File: config.mk
export PLATFORM = sky130hd
export DESIGN_NAME = spi_arbiter
export DESIGN_NICKNAME = d
export VERILOG_FILES = /design/src/rtl/spi_arbiter.sv
export SDC_FILE = /design/constraint.sdc
export NUM_CORES = 1
export LEC_CHECK = 0
export ABC_AREA = 1
export CORE_UTILIZATION = 44
export CTS_CLUSTER_SIZE = 8
export DETAILED_ROUTE_END_ITERATION = 16
export PLACE_DENSITY = 0.76
export SKIP_LAST_GASP = 1
export SLEW_MARGIN = 20
export SYNTH_ARGS = -nofsm -noshare
export SYNTH_HDL_FRONTEND = slang
export SYNTH_SLANG_ARGS = --single-unit
File: constraint.sdc
create_clock -name clk -period 1.6 [get_ports clk]
set_input_delay 0.4 -clock clk [delete_from_list [all_inputs] [get_ports clk]]
set_output_delay 0.4 -clock clk [all_outputs]
set_load 0.02 [all_outputs]
File: src/rtl/spi_arbiter.sv
// spi_arbiter: shares one SPI_mstr between two requesters, with latched requests, per-device
// chip selects and a watchdog abort. Define SPI_ARB_RR_EN for round-robin tie-breaking.
module spi_arbiter #(
    parameter int TIMEOUT_CYCLES = 1024
) (
    input  logic        clk,
    input  logic        rst_n,
    input  logic        wrt0,
    input  logic        wrt1,
    input  logic [15:0] cmd0,
    input  logic [15:0] cmd1,
    output logic        done0,
    output logic        done1,
    output logic [15:0] rd_data0,
    output logic [15:0] rd_data1,
    output logic        err,
    output logic [15:0] m_cmd,
    output logic        m_wrt,
    input  logic        m_done,
    input  logic [15:0] m_rd_data,
    input  logic        m_SS_n,
    output logic        ss0_n,
    output logic        ss1_n
);
    localparam int WD_W = $clog2(TIMEOUT_CYCLES);

    typedef enum logic [1:0] {IDLE, LAUNCH, ACTIVE, FINISH} state_t;

    state_t          state_reg, state_next;
    logic            owner_reg;
    logic [15:0]     m_cmd_reg;
    logic [WD_W-1:0] wd_reg;
    logic            err_reg;

    logic [1:0]      wrt_vec;
    logic [15:0]     cmd_vec [2];
    logic [1:0]      pend_vec;
    logic [15:0]     cmd_q_vec [2];
    logic [1:0]      done_vec;
    logic [15:0]     rd_vec [2];
    logic [1:0]      ss_vec;

    logic            winner;
    logic            finish_ok;
    logic            finish_to;

    assign wrt_vec    = {wrt1, wrt0};
    assign cmd_vec[0] = cmd0;
    assign cmd_vec[1] = cmd1;

`ifdef SPI_ARB_RR_EN
    logic last_reg;

    always_ff @(posedge clk or negedge rst_n) begin
        if (!rst_n) begin
            last_reg <= 1'b1;
        end else if (finish_ok || finish_to) begin
            last_reg <= owner_reg;
        end
    end

    // A lone request wins outright; a tie goes to whoever was not served last.
    always_comb begin
        winner = pend_vec[1];
        if (&pend_vec) begin
            winner = ~last_reg;
        end
    end
`else
    always_comb begin
        winner = ~pend_vec[0];
    end
`endif

    always_ff @(posedge clk or negedge rst_n) begin
        if (!rst_n) begin
            state_reg <= IDLE;
        end else begin
            state_reg <= state_next;
        end
    end

    always_comb begin
        state_next = state_reg;
        finish_ok  = 1'b0;
        finish_to  = 1'b0;
        case (state_reg)
            IDLE: begin
                if (|pend_vec) begin
                    state_next = LAUNCH;
                end
            end
            LAUNCH: begin
                state_next = ACTIVE;
            end
            ACTIVE: begin
                // A completion on the final watchdog cycle still counts as success.
                if (m_done) begin
                    finish_ok  = 1'b1;
                    state_next = FINISH;
                end else if (wd_reg == WD_W'(TIMEOUT_CYCLES - 1)) begin
                    finish_to  = 1'b1;
                    state_next = FINISH;
                end
            end
            FINISH: begin
                state_next = IDLE;
            end
            default: begin
                state_next = IDLE;
            end
        endcase
    end

    always_ff @(posedge clk or negedge rst_n) begin
        if (!rst_n) begin
            owner_reg <= 1'b0;
            m_cmd_reg <= '0;
            wd_reg    <= '0;
            err_reg   <= 1'b0;
        end else begin
            err_reg <= finish_to;
            if (state_reg == IDLE && (|pend_vec)) begin
                owner_reg <= winner;
                m_cmd_reg <= cmd_q_vec[winner];
            end
            if (state_reg == LAUNCH) begin
                wd_reg <= '0;
            end else if (state_reg == ACTIVE) begin
                wd_reg <= wd_reg + WD_W'(1);
            end
        end
    end

    genvar gi;
    generate
        for (gi = 0; gi < 2; gi++) begin : g_req
            logic        pend_reg;
            logic [15:0] cmd_q_reg;
            logic        done_reg;
            logic [15:0] rd_data_reg;
            logic        clr;

            assign clr = (finish_ok || finish_to) && (owner_reg == 1'(gi));

            // A new request landing on the completion edge re-arms instead of being lost.
            always_ff @(posedge clk or negedge rst_n) begin
                if (!rst_n) begin
                    pend_reg    <= 1'b0;
                    cmd_q_reg   <= '0;
                    done_reg    <= 1'b0;
                    rd_data_reg <= '0;
                end else begin
                    done_reg <= clr;
                    if (clr) begin
                        rd_data_reg <= finish_ok ? m_rd_data : 16'hFFFF;
                    end
                    if (wrt_vec[gi] && (!pend_reg || clr)) begin
                        pend_reg  <= 1'b1;
                        cmd_q_reg <= cmd_vec[gi];
                    end else if (clr) begin
                        pend_reg <= 1'b0;
                    end
                end
            end

            assign pend_vec[gi]  = pend_reg;
            assign cmd_q_vec[gi] = cmd_q_reg;
            assign done_vec[gi]  = done_reg;
            assign rd_vec[gi]    = rd_data_reg;
            assign ss_vec[gi]    = (state_reg != IDLE && owner_reg == 1'(gi)) ? m_SS_n : 1'b1;
        end
    endgenerate

    assign m_wrt    = (state_reg == LAUNCH);
    assign m_cmd    = m_cmd_reg;
    assign err      = err_reg;
    assign done0    = done_vec[0];
    assign done1    = done_vec[1];
    assign rd_data0 = rd_vec[0];
    assign rd_data1 = rd_vec[1];
    assign ss0_n    = ss_vec[0];
    assign ss1_n    = ss_vec[1];

endmodule

# Word level (Yosys, flattened, before mapping)
# Cells that the tools add are included.
# classes
add_sub_neg	1
magnitude_cmp	1
eq_ne	6
n_mux	21
n_bitwise	3
n_reduce_logical	19
# ops
op	count
$mux 16	4
$mux 10	2
$mux 1	11
$add 10x1->10 const B	1
$eq 10x10->1 const B	1
$pmux 2 s4	1
$reduce_bool 2->1	4
$logic_and 1x1->1	7
$mux 2	3
$eq 2x2->1 const B	2
$logic_or 1x1->1	3
$ne 3x3->1 const B	1
$eq 2x1->1 const B	1
$ge 2x2->1 const B	1
$logic_not 1->1	2
$logic_not 2->1	1
$ne 2x1->1 const B	1
$not 1->1	2
$not 1->2	1
$reduce_and 2->1	1
$reduce_or 2->1	1
# word_totals
regBits	98
inputBits	54
word_cells	64

# Longest topological paths before layout
# Gate-level depths: netlist (run 1).
# depth
word_depth	9
mapped_depth	12

# Worst setup path before layout (run 1)
# Ideal clock, no wire load.
# synth_path
path_type	flip-flop to flip-flop
startpoint	reg state_reg[0]
endpoint	reg g_req[1].cmd_q_reg[10]
arrival_ns	1.464
required_ns	1.483
slack_ns	0.019
path_stages_with_launch	13
path_buffers	1
period_less_slack_ns	1.581
path_cell_list	dfrtp_1 > inv_1 > ha_1 > inv_1 > nor2_1 > nand3_2 > nand2_4 > nand2_4 > nand2_8 > nand2_8 > buf_6 > nand2_1 > nand2_1
# synth_between
elab_chain_len	6
word_cells_on_any_way	7
cone_classes	eq/ne (1); mux (2); reduce/logical (4)
# synth_rtl
item	line	text
start: declaration	29	state_t state_reg, state_next;
start signal: assignment	79	state_reg <= state_next;
$eq 2x2->1 *	87	case (state_reg)
$mux 1	87	
$logic_or 1x1->1 *	144	assign clr = (finish_ok || finish_to) && (owner_reg == 1'(gi));
$logic_and 1x1->1 *	144	
$logic_or 1x1->1 *	158	if (wrt_vec[gi] && (!pend_reg || clr)) begin
$logic_and 1x1->1 *	158	
end signal: assignment	160	cmd_q_reg <= cmd_vec[gi];
end: declaration	139	logic [15:0] cmd_q_reg;
# Every way passes the cells marked *; elsewhere a longest branch is shown, timed or not.
# A chain may end at the register's enable or synchronous reset.

# Worst setup path in the final report (run 1)
# layout_path
startpoint	reg state_reg[0]
endpoint	reg g_req[0].cmd_q_reg[3]
# layout_between
elab_chain_len	6
word_cells_on_any_way	7
cone_classes	eq/ne (1); mux (2); reduce/logical (4)
# layout_rtl
item	line
$eq 2x2->1 *	87
$mux 1	87
$logic_or 1x1->1 *	144
$logic_and 1x1->1 *	144
$logic_or 1x1->1 *	158
$logic_and 1x1->1 *	158
end signal: assignment	160
end: declaration	139
# Marks and branches as above.

==> results of run 1 <==
## per-layer routing
layer / track usage, % / up-vias / part of all wire (%)
li1: - / 1836 / -
met1: 28.70 / 1874 / 41
met2: 41.78 / 128 / 53
met3: 3.273 / 15 / 4.4
met4: 6.243 / 0 / 1.3
met5: 0 / - / 0
## final cells by class
type	count	area, um^2	share of cell area (%)
Sequential cell	98	2452	37.26
Clock buffer	10	137.6	2.091
Clock inverter	6	70.07	1.065
Inverter	20	92.59	1.407
Tap cell	129	161.4	2.452
Multi-Input combinational cell	351	2081	31.62
Timing Repair Buffer	154	1587	24.11
## cell usage in the layout (no fill, tap or decap), drive strengths merged
cell / instances
clkbuf: 10
nand4: 2
nor3: 1
ha: 4
a22oi: 1
or2: 16
buf: 50
dlygate4sd3: 1
bufinv: 1
dlygate4sd2: 51
nand3: 39
o21ai: 9
nand2: 228
and3: 1
inv: 23
nor2: 28
clkinv: 2
a21oi: 4
a31oi: 16
clkdlybuf4s50: 52
o31ai: 1
dfrtp: 98
o21bai: 1
## power groups by stage
| stage | registers, uW | clock network [uW] | logic (uW) |
|---|---|---|---|
| finish | 4420 | 1690 | 6480 |
| global route | 4540 | 1820 | 7040 |
| CTS | 4310 | 1710 | 6070 |
| detailed placement | 4360 | 0 | 5670 |
| global placement | 4320 | 0 | 5480 |
| floorplan | 5000 | 0 | 2410 |
## logic make-up after synthesis
group	after synthesis	share of synthesized area, %
and+or+nand+nor	312	32.09
DFF	98	57.55
buffers and inverters	40	4.785
AOI/OAI and AO/OA	32	4.404
adders and majority gates	4	1.174
## cell usage after synthesis (all sizes together)
master  number  area share, %
ha           4            1.2
nand4        2           0.29
o31ai        1           0.18
clkinv       1          0.088
a22oi        1           0.18
nand3       39            4.7
o21bai       1           0.18
a21oi        4           0.47
o21ai        9            1.1
buf         14            2.5
clkbuf       6           0.53
inv         19            1.7
nor2        28            2.8
and3         1           0.15
a31oi       16            2.3
dfrtp       98             58
nand2      225             22
nor3         1           0.12
or2         16            2.3
## repair_timing
action / in CTS / in global routing
cloned: 7 / 0
setup buffers: 12 / 7
endpoints found under the hold margin: 8 / 0
hold buffers: 1 / 0
endpoints found under the setup margin: 120 / 77
resized for setup: 122 / 97
pin swaps: 14 / 31
## how the worst min path moves through the flow
stage / from / end / cells past startpoint
global placement: rst_n / rd_data1[13] / 1
CTS: rst_n / rd_data1[13] / 2
detailed placement: rst_n / rd_data1[13] / 1
global route: rst_n / rd_data1[13] / 2
floorplan: rst_n / done0 / 0
finish: rst_n / rd_data1[13] / 2
## critical path: stages, from the launching register on
cell and delay [ns]:
dfrtp_1 0.40, inv_2 0.08, buf_6 0.10, ha_4 0.14, inv_4 0.04, nor2_4 0.10, nand3_4 0.09, nand2_4 0.09
buf_6 0.11, nand2_8 0.08, nand2_8 0.12, buf_12 0.15, nand3_4 0.07, nand2_2 0.07
## stage by stage
step                setup TNS [ns]  power, uW  hold slack [ns]
finish                      -2.674      12600           0.4200
global route                -9.013      13400           0.4359
CTS                         -3.747      12090           0.4137
detailed placement          -15.09      10030           0.2501
floorplan                        0       7408           0.1044
global placement            -13.39       9798           0.2478
==> metrics.yaml, run 1 <==
status:
  status: "complete, but fails checks"
  violations: "setup timing"
place:
  dp_hpwl_um: 7337
  dp.cells: 730
  gp_congestion: 0.7771
  io_buffers: 107
  placed_cell_area_mm2: 0.005673
  post-place-ws_ns: -0.4085
cells_and_area:
  largest_reg_flops: 32
  antenna-diode-count: 0
  fin_util_pct: 70.56
  finalNonFillerCells: 768
  area.growth.synth_to_final_pct: 54.43
  layout.filler_cells: 701
  layout-drive-gt1-share_pct: 30.05
  fin_nets: 692
  fin_area_mm2: 0.006581
floorplanning:
  die_w_um: 100.4
  rows: 35
  core-area_mm2: 0.009328
  die_area_mm2: 0.01008
  start_util_pct: 45.69
  die_h_um: 100.4
  pin_count: 108
grt:
  antenna_found_initial: 0
  grt_max_degree: 49
  grt_pass1_vias: 3807
  gr-total-overflow: 0
  grt_pass1_wl_um: 18150
  grt.total_usage_pct: 23.03
sta:
  fmax_mhz: 587.3
  fin_crit_sh_pct: 106.4
  worst_pin_slew_ns: 0.5081
  rsz0062_at_grt: "true"
  relSlewSlack_pct: 65.92
  period_minus_slack_ns: 1.703
  hold_viol: 0
  setup_slack_ns: -0.1026
  setup_viol: 42
  slew_viol_final: 0
  fin_skew_ns: 0.009447
power_and_ir_drop:
  switching_share_pct: 42.78
  internal_power_uw: 7209
  p_comb_share_pct: 51.5
  p_switching_uw: 5391
  pwr-share-seq_pct: 35.1
  vdd_drop_max_mv: 0.9698
  p_leak_uw: 0.003110
  p_clk_share_pct: 13.4
  cellPowerDensity_mw_per_mm2: 1915
setup_path:
  rr_worst_depth: 13
  worstSetupPathType: "reg -> reg"
  required_ns: 1.91
  r2r_setup_slack_ns: -0.10
  r2r_end: "g_req[0].cmd_q_reg[3]"
  start_kind: "flip-flop"
  cp_max_fo: 8
  critical_path.startpoint: "state_reg[0]"
  r2r_start: "state_reg[0]"
  arrival_ns: 2.01
  endpoint_kind: "flip-flop"
  crit_end: "g_req[0].cmd_q_reg[3]"
clock_tree:
  clk_pin_slew_worst_paths_ns: 0.10
  cts_tree: "done"
  numCtsBuffers: 9
  root_buffer: "clkbuf_8"
  htree_levels: 3
  clock-sinks: 98
  clk_path_buf_depth: 2
  insertion_delay_ns: 0.36
logic_synthesis:
  syn_area_mm2: 0.004262
  synth_area_per_cell_um2: 8.769
  synth_cell_types: 28
  ys_seq_elements: 98
  ys_seq_area_share_pct: 57.55
  netlist_instances: 486
  syn_nets: 544
  synth_warnings: 0
drt:
  drc_errors: 0
  drt_iter0_drc: 163
  vias_per_cell: 5.017
  wirelength_um: 11480
  dr.pass1.iters: 4
  vias: 3853
  ant_nets: 0
  routedWlPerCell_um: 14.95
job:
  maxCapViolCount: 0
min_path:
  hold_class: "in -> async"
Note: power is estimated with default switching activity, not from simulation.
==> inputs of run 2 (changes only) <==
--- a/config.mk
+++ b/config.mk
@@ -10,6 +10,7 @@
 export CTS_CLUSTER_SIZE = 8
 export DETAILED_ROUTE_END_ITERATION = 16
 export PLACE_DENSITY = 0.76
+export REMOVE_ABC_BUFFERS = 1
 export SKIP_LAST_GASP = 1
 export SLEW_MARGIN = 20
 export SYNTH_ARGS = -nofsm -noshare
==> metrics.yaml, run 2 (synthesis results as in run 1) <==
status:
  status: "complete, but fails checks"
  violations: "setup timing"
cells_and_area:
  layout_commonest_cell: "nand2_1"
  antenna-diode-count: 0  # unchanged
  area.growth.synth_to_final_pct: 58.16
  fin_nets: 696  # +0.58%
  layout.filler_cells: 667  # -4.9%
  layout.area.seq_mm2: 0.002452  # unchanged
  fin_util_pct: 72.26  # +1.7 points
  fin_area_mm2: 0.006740  # +2.4%
  largest_reg_flops: 32  # unchanged
  layout-drive-gt1-share_pct: 30.02  # -0.031 points
  multi_input_area_mm2: 0.002072  # -0.42%
  final_cell_mix: "nand2_1, dfrtp_1, nand2_2, clkdlybuf4s50_1, dlygate4sd2_1"
floorplanning:
  start_util_pct: 45.69  # unchanged
  core-area_mm2: 0.009328  # unchanged
  die_w_um: 100.4  # unchanged
  die_area_mm2: 0.01008  # unchanged
  rows: 35  # unchanged
  die_h_um: 100.4  # unchanged
  pin_count: 108  # unchanged
power_and_ir_drop:
  cellPowerDensity_mw_per_mm2: 1992  # +4.1%
  vdd_drop_max_mv: 0.7754  # -20%
  p_leak_uw: 0.003178  # +2.2%
  totalPowerFinal_uw: 13430  # +6.6%
place:
  gp_congestion: 0.8164  # +5.1%
  dp_hpwl_um: 7234  # -1.4%
  io_buffers: 107  # unchanged
  placed_cell_area_mm2: 0.005713  # +0.71%
setup_path:
  critPathMaxStageDelay_ns: 0.40  # about the same
  r2r_setup_slack_ns: -0.18  # -0.08 ns
  endpoint_kind: "flip-flop"
  r2r_start: "state_reg[0]"
  path_buf_inv: 5  # unchanged
  cp_max_fo: 5  # -3
  crit_family: "simple AND/OR/NAND/NOR gates"
  r2r_end: "g_req[1].cmd_q_reg[11]"
  crit_chain: "inv_2 -> buf_6 -> ha_4 -> inv_4 -> nor2_4 -> nand3_4 -> nand2_4 -> buf_6 -> nand2_8 -> nand2_8 -> clkbuf_16 -> nand3_1 -> nand2_1"
  rr_worst_depth: 13  # unchanged
  arrival_ns: 2.10  # +0.09 ns
  cp_slowest_cell: "dfrtp_1"
  start_kind: "flip-flop"
  required_ns: 1.92  # about the same
  worstSetupPathType: "reg -> reg"
sta:
  setup_slack_ns: -0.1803  # -0.07766 ns
  fin_crit_sh_pct: 111.3  # +4.9 points
  worst_pin_slew_ns: 0.7342  # +0.2261 ns
  hold_viol: 0  # unchanged
  whs_ns: 0.07348  # -0.3465 ns
  setup_viol: 68  # +62%
  period_minus_slack_ns: 1.780  # +0.07766 ns
  slew_viol_final: 0  # unchanged
  fmax_mhz: 561.7  # -4.4%
  fin_skew_ns: 0.01359  # +0.004143 ns
  relSlewSlack_pct: 50.90  # -15 points
  rsz0062_at_grt: "true"
grt:
  grt_max_degree: 99  # +100%
  grt_pass1_vias: 3894  # +2.3%
  antenna_found_initial: 0  # unchanged
  grt_pass1_wl_um: 18770  # +3.5%
  gr-total-overflow: 0  # unchanged
  grt.total_usage_pct: 24.36  # +1.3 points
clock_tree:
  clk_pin_slew_worst_paths_ns: 0.10  # about the same
  clk_path_buf_depth: 2  # unchanged
  numCtsBuffers: 9  # unchanged
  insertion_delay_ns: 0.37  # about the same
  clock-sinks: 98  # unchanged
  htree_levels: 3  # unchanged
  ctsHoldBuffers: 0  # -1
  cts_tree: "done"
  root_buffer: "clkbuf_8"
drt:
  dr.pass1.iters: 5  # +1
  wirelength_um: 12820  # +12%
  vias: 4044  # +5.0%
  drt_iter0_drc: 195  # +20%
  drc_errors: 0  # unchanged
  ant_nets: 0  # unchanged
  vias_per_cell: 5.238  # +4.4%
  routedWlPerCell_um: 16.60  # +11%
job:
  maxCapViolCount: 0  # unchanged
min_path:
  hold_class: "in -> async"
==> run 2: changes by cell type in the layout (fill, tap and decap cells not counted), sizes merged <==
cell,previous run,this run
buf,50,51
bufinv,1,2
clkbuf,10,14
clkinv,2,3
dlygate4sd3,1,0
inv,23,21
==> run 2: worst reg2reg max path, delay by kind of cell, from the launching register on <==
family	cells	cell delay (ns)
buffers and inverters	5	0.51
adder cells (fa/ha/maj)	1	0.14
AND/OR/NAND/NOR	7	0.68
flip-flops	1	0.40
==> run 2: through the flow <==
step                setup WS [ns]  TNS, ns  instances
finish                    -0.1803   -6.335        772
global route              -0.2460   -10.73        772
CTS                       -0.1604   -7.293        764
detailed placement        -0.3940   -12.12        732
global placement          -0.3719   -10.15        732
floorplan                 -0.1838   -3.114        466
==> run 2: how the worst max path moves through the flow <==
stage | from | endpoint | slack [ns] | cells past startpoint
2_1_floorplan | g_req[0].pend_reg | m_cmd[0] | -0.18 | 3
3_3_place_gp | m_SS_n | ss1_n | -0.37 | 4
3_5_place_dp | m_SS_n | ss1_n | -0.39 | 4
4_1_cts | state_reg[0] | ss1_n | -0.16 | 6
5_1_grt | state_reg[0] | g_req[1].cmd_q_reg[13] | -0.25 | 13
6_report | state_reg[0] | g_req[1].cmd_q_reg[11] | -0.18 | 13
==> run 2: final cells by class <==
cell class / count / area share [%]
Sequential cell: 98 / 36.38
Multi-Input combinational cell: 351 / 30.74
Timing Repair Buffer: 158 / 25.88
Tap cell: 129 / 2.395
Clock buffer: 10 / 1.893
Inverter: 20 / 1.411
Clock inverter: 6 / 1.299
==> run 2: power by group <==
part / internal [uW] / switching, uW
combinational: 3250 / 3940
clock: 889 / 904
sequential: 3620 / 818
total: 7770 / 5660
==> run 2: repair_timing <==
action                     CTS  global route
setup endpoints to repair  120            94
gates resized for setup    109           101
gates cloned                 8             4
buffers inserted             9             8
pin swaps                   11            46
==> run 2: metal layers <==
| layer | up-vias | global-route usage, % | wire [um] |
|---|---|---|---|
| met5 | - | 0 | 0 |
| met4 | 0 | 8.696 | 293 |
| met2 | 216 | 41.57 | 6429 |
| met3 | 28 | 5.641 | 1113 |
| li1 | 1850 | - | - |
| met1 | 1950 | 30.34 | 4979 |
==> inputs of run 3 (changes only) <==
--- a/config.mk
+++ b/config.mk
@@ -9,7 +9,7 @@
 export CORE_UTILIZATION = 44
 export CTS_CLUSTER_SIZE = 8
 export DETAILED_ROUTE_END_ITERATION = 16
-export PLACE_DENSITY = 0.76
+export PLACE_DENSITY = 0.77
 export REMOVE_ABC_BUFFERS = 1
 export SKIP_LAST_GASP = 1
 export SLEW_MARGIN = 20
==> metrics.yaml, run 3 (synthesis results as in run 1) <==
setup_path:
  cp_slowest_cell: "dfrtp_1"
  r2r_end: "g_req[1].cmd_q_reg[14]"
  arrival_ns: 2.08  # -0.02 ns
  worstSetupPathType: "reg -> reg"
  start_kind: "flip-flop"
  critical_path_cell_count: 13  # unchanged
  crit_family: "simple AND/OR/NAND/NOR gates"
  cp_max_fo: 6  # +1
  endpoint_kind: "flip-flop"
  rr_worst_depth: 13  # unchanged
  required_ns: 1.90  # -0.02 ns
  r2r_setup_slack_ns: -0.18  # about the same
  critPathMaxStageDelay_ns: 0.40  # about the same
  r2r_start: "state_reg[0]"
  path_buf_inv: 5  # unchanged
  crit_chain: "inv_2 -> buf_6 -> ha_4 -> inv_4 -> nor2_4 -> nand3_4 -> nand2_4 -> buf_6 -> nand2_8 -> nand2_8 -> clkbuf_16 -> nand3_1 -> nand2_1"
cells_and_area:
  layout_commonest_cell: "nand2_1"
  antenna-diode-count: 0  # unchanged
  layout.filler_cells: 666  # -0.15%
  fin_nets: 703  # +1.0%
  largest_reg_flops: 32  # unchanged
  layout-drive-gt1-share_pct: 28.51  # -1.5 points
  final_cell_mix: "nand2_1, dfrtp_1, clkdlybuf4s50_1"
  area.growth.synth_to_final_pct: 57.57
floorplanning:
  core-area_mm2: 0.009328  # unchanged
  die_h_um: 100.4  # unchanged
  pin_count: 108  # unchanged
  start_util_pct: 45.69  # unchanged
  die_area_mm2: 0.01008  # unchanged
  die_w_um: 100.4  # unchanged
  rows: 35  # unchanged
sta:
  setup_viol: 75  # +10%
  relSlewSlack_pct: 55.59  # +4.7 points
  setup_tns_ns: -5.209  # +1.126 ns
  fin_skew_ns: 0.01462  # +0.001034 ns
  worst_pin_slew_ns: 0.6641  # -0.07012 ns
  whs_ns: 0.4813  # +0.4078 ns
  fin_crit_sh_pct: 111.2  # about the same
  hold_viol: 0  # unchanged
  period_minus_slack_ns: 1.779  # -0.001032 ns
  slew_viol_final: 0  # unchanged
  rsz0062_at_grt: "true"
  setup_slack_ns: -0.1792  # +0.001032 ns
  fmax_mhz: 562.0  # about the same
clock_tree:
  root_buffer: "clkbuf_8"
  clk_path_buf_depth: 2  # unchanged
  clk_pin_slew_worst_paths_ns: 0.09  # about the same
  insertion_delay_ns: 0.37  # about the same
  htree_levels: 3  # unchanged
  numCtsBuffers: 9  # unchanged
  clock-sinks: 98  # unchanged
  cts_tree: "done"
job:
  maxCapViolCount: 0  # unchanged
drt:
  dr.pass1.iters: 4  # -1
  drt_iter0_drc: 138  # -29%
  vias_per_cell: 5.082  # -3.0%
  drc_errors: 0  # unchanged
  ant_nets: 0  # unchanged
  vias: 3954  # -2.2%
  wirelength_um: 12750  # -0.52%
  routedWlPerCell_um: 16.39  # -1.3%
power_and_ir_drop:
  vdd_drop_max_mv: 0.9971  # +29%
  pwr-share-seq_pct: 32.9  # -0.2 points
  internal_power_uw: 7768  # about the same
  p_comb_share_pct: 53.8  # +0.2 points
  switching_share_pct: 41.69  # -0.46 points
  cellPowerDensity_mw_per_mm2: 1984  # -0.41%
  p_clk_share_pct: 13.3  # about the same
  p_switching_uw: 5554  # -1.9%
  totalPowerFinal_uw: 13320  # -0.78%
  p_leak_uw: 0.003184  # +0.17%
place:
  dp_hpwl_um: 7284  # +0.70%
  io_buffers: 107  # unchanged
  gp_congestion: 0.8064  # -1.2%
status:
  violations: "setup timing"
  status: "complete, but fails checks"
grt:
  antenna_found_initial: 0  # unchanged
  grt_max_degree: 34  # -66%
  grt.total_usage_pct: 24.31  # -0.041 points
  gr-total-overflow: 0  # unchanged
  grt_pass1_vias: 3983  # +2.3%
  grt_pass1_wl_um: 18840  # +0.37%
min_path:
  hold_class: "reg -> reg"
  hold_end: "rd_data1[8]"
  holdPathStages: 2
  worstHoldStart: "rd_data1[8]"
## run 3: cell count changes in the layout (fill, tap and decap cells not counted), sizes merged
cell / previous run / this run
inv: 21 / 19
buf: 51 / 57
clkinv: 3 / 2
dlygate4sd3: 0 / 1
clkinvlp: 0 / 1
clkbuf: 14 / 15
## run 3: area by class of cell
type,instances,area (um^2),share of cell area (%)
tap,129,161.4,2.404
clock inverter,4,76.32,1.137
clock buffer,11,141.4,2.105
inverter,20,95.09,1.416
sequential,98,2452,36.52
timing repair buffer,165,1764,26.27
multi-input combinational,351,2024,30.15
## run 3: worst max-delay path by stage
stage / from / end / slack [ns]
final: state_reg[0] / g_req[1].cmd_q_reg[14] / -0.18
after global routing: state_reg[0] / g_req[1].cmd_q_reg[6] / -0.26
after CTS: state_reg[1] / ss1_n / -0.14
after detailed placement: m_SS_n / ss1_n / -0.38
after global placement: m_SS_n / ss1_n / -0.37
after floorplan: g_req[0].pend_reg / m_cmd[0] / -0.18
## run 3: metal layers
layer	share of wire (%)	GRT usage, %	vias to the layer above
li1	-	-	1861
met1	38	29.83	1894
met2	52	41.99	173
met3	7.7	6.337	26
met4	1.9	7.581	0
met5	0	0	-
## run 3: metrics by stage
stage	cells	setup WS [ns]	utilization (%)	area, um^2
2_1_floorplan	466	-0.1838	-	4133
3_3_place_gp	736	-0.3658	61.57	5743
3_5_place_dp	736	-0.3838	61.57	5743
4_1_cts	774	-0.1446	69.03	6439
5_1_grt	778	-0.2580	71.99	6715
6_report	778	-0.1792	71.99	6715
## run 3: power by group through the flow
stage          registers (uW)  logic, uW  clock network (uW)
2_1_floorplan            5050       2170                   0
3_3_place_gp             4310       5580                   0
3_5_place_dp             4340       5750                   0
4_1_cts                  4300       6330                1780
5_1_grt                  4500       7720                1900
6_report                 4390       7170                1770
## run 3: worst min-delay path: cells and delay by family (launching register included)
family           cells  cell delay, ns
DFF                  1            0.34
and+or+nand+nor      2            0.11
## run 3: timing repair
action / in CTS / in global routing
buffers inserted: 18 / 3
hold buffers: 1 / 0
setup endpoints to repair: 120 / 94
gates cloned: 6 / 6
resized for setup: 137 / 67
endpoints found under the hold margin: 25 / 0
pin swaps: 20 / 31
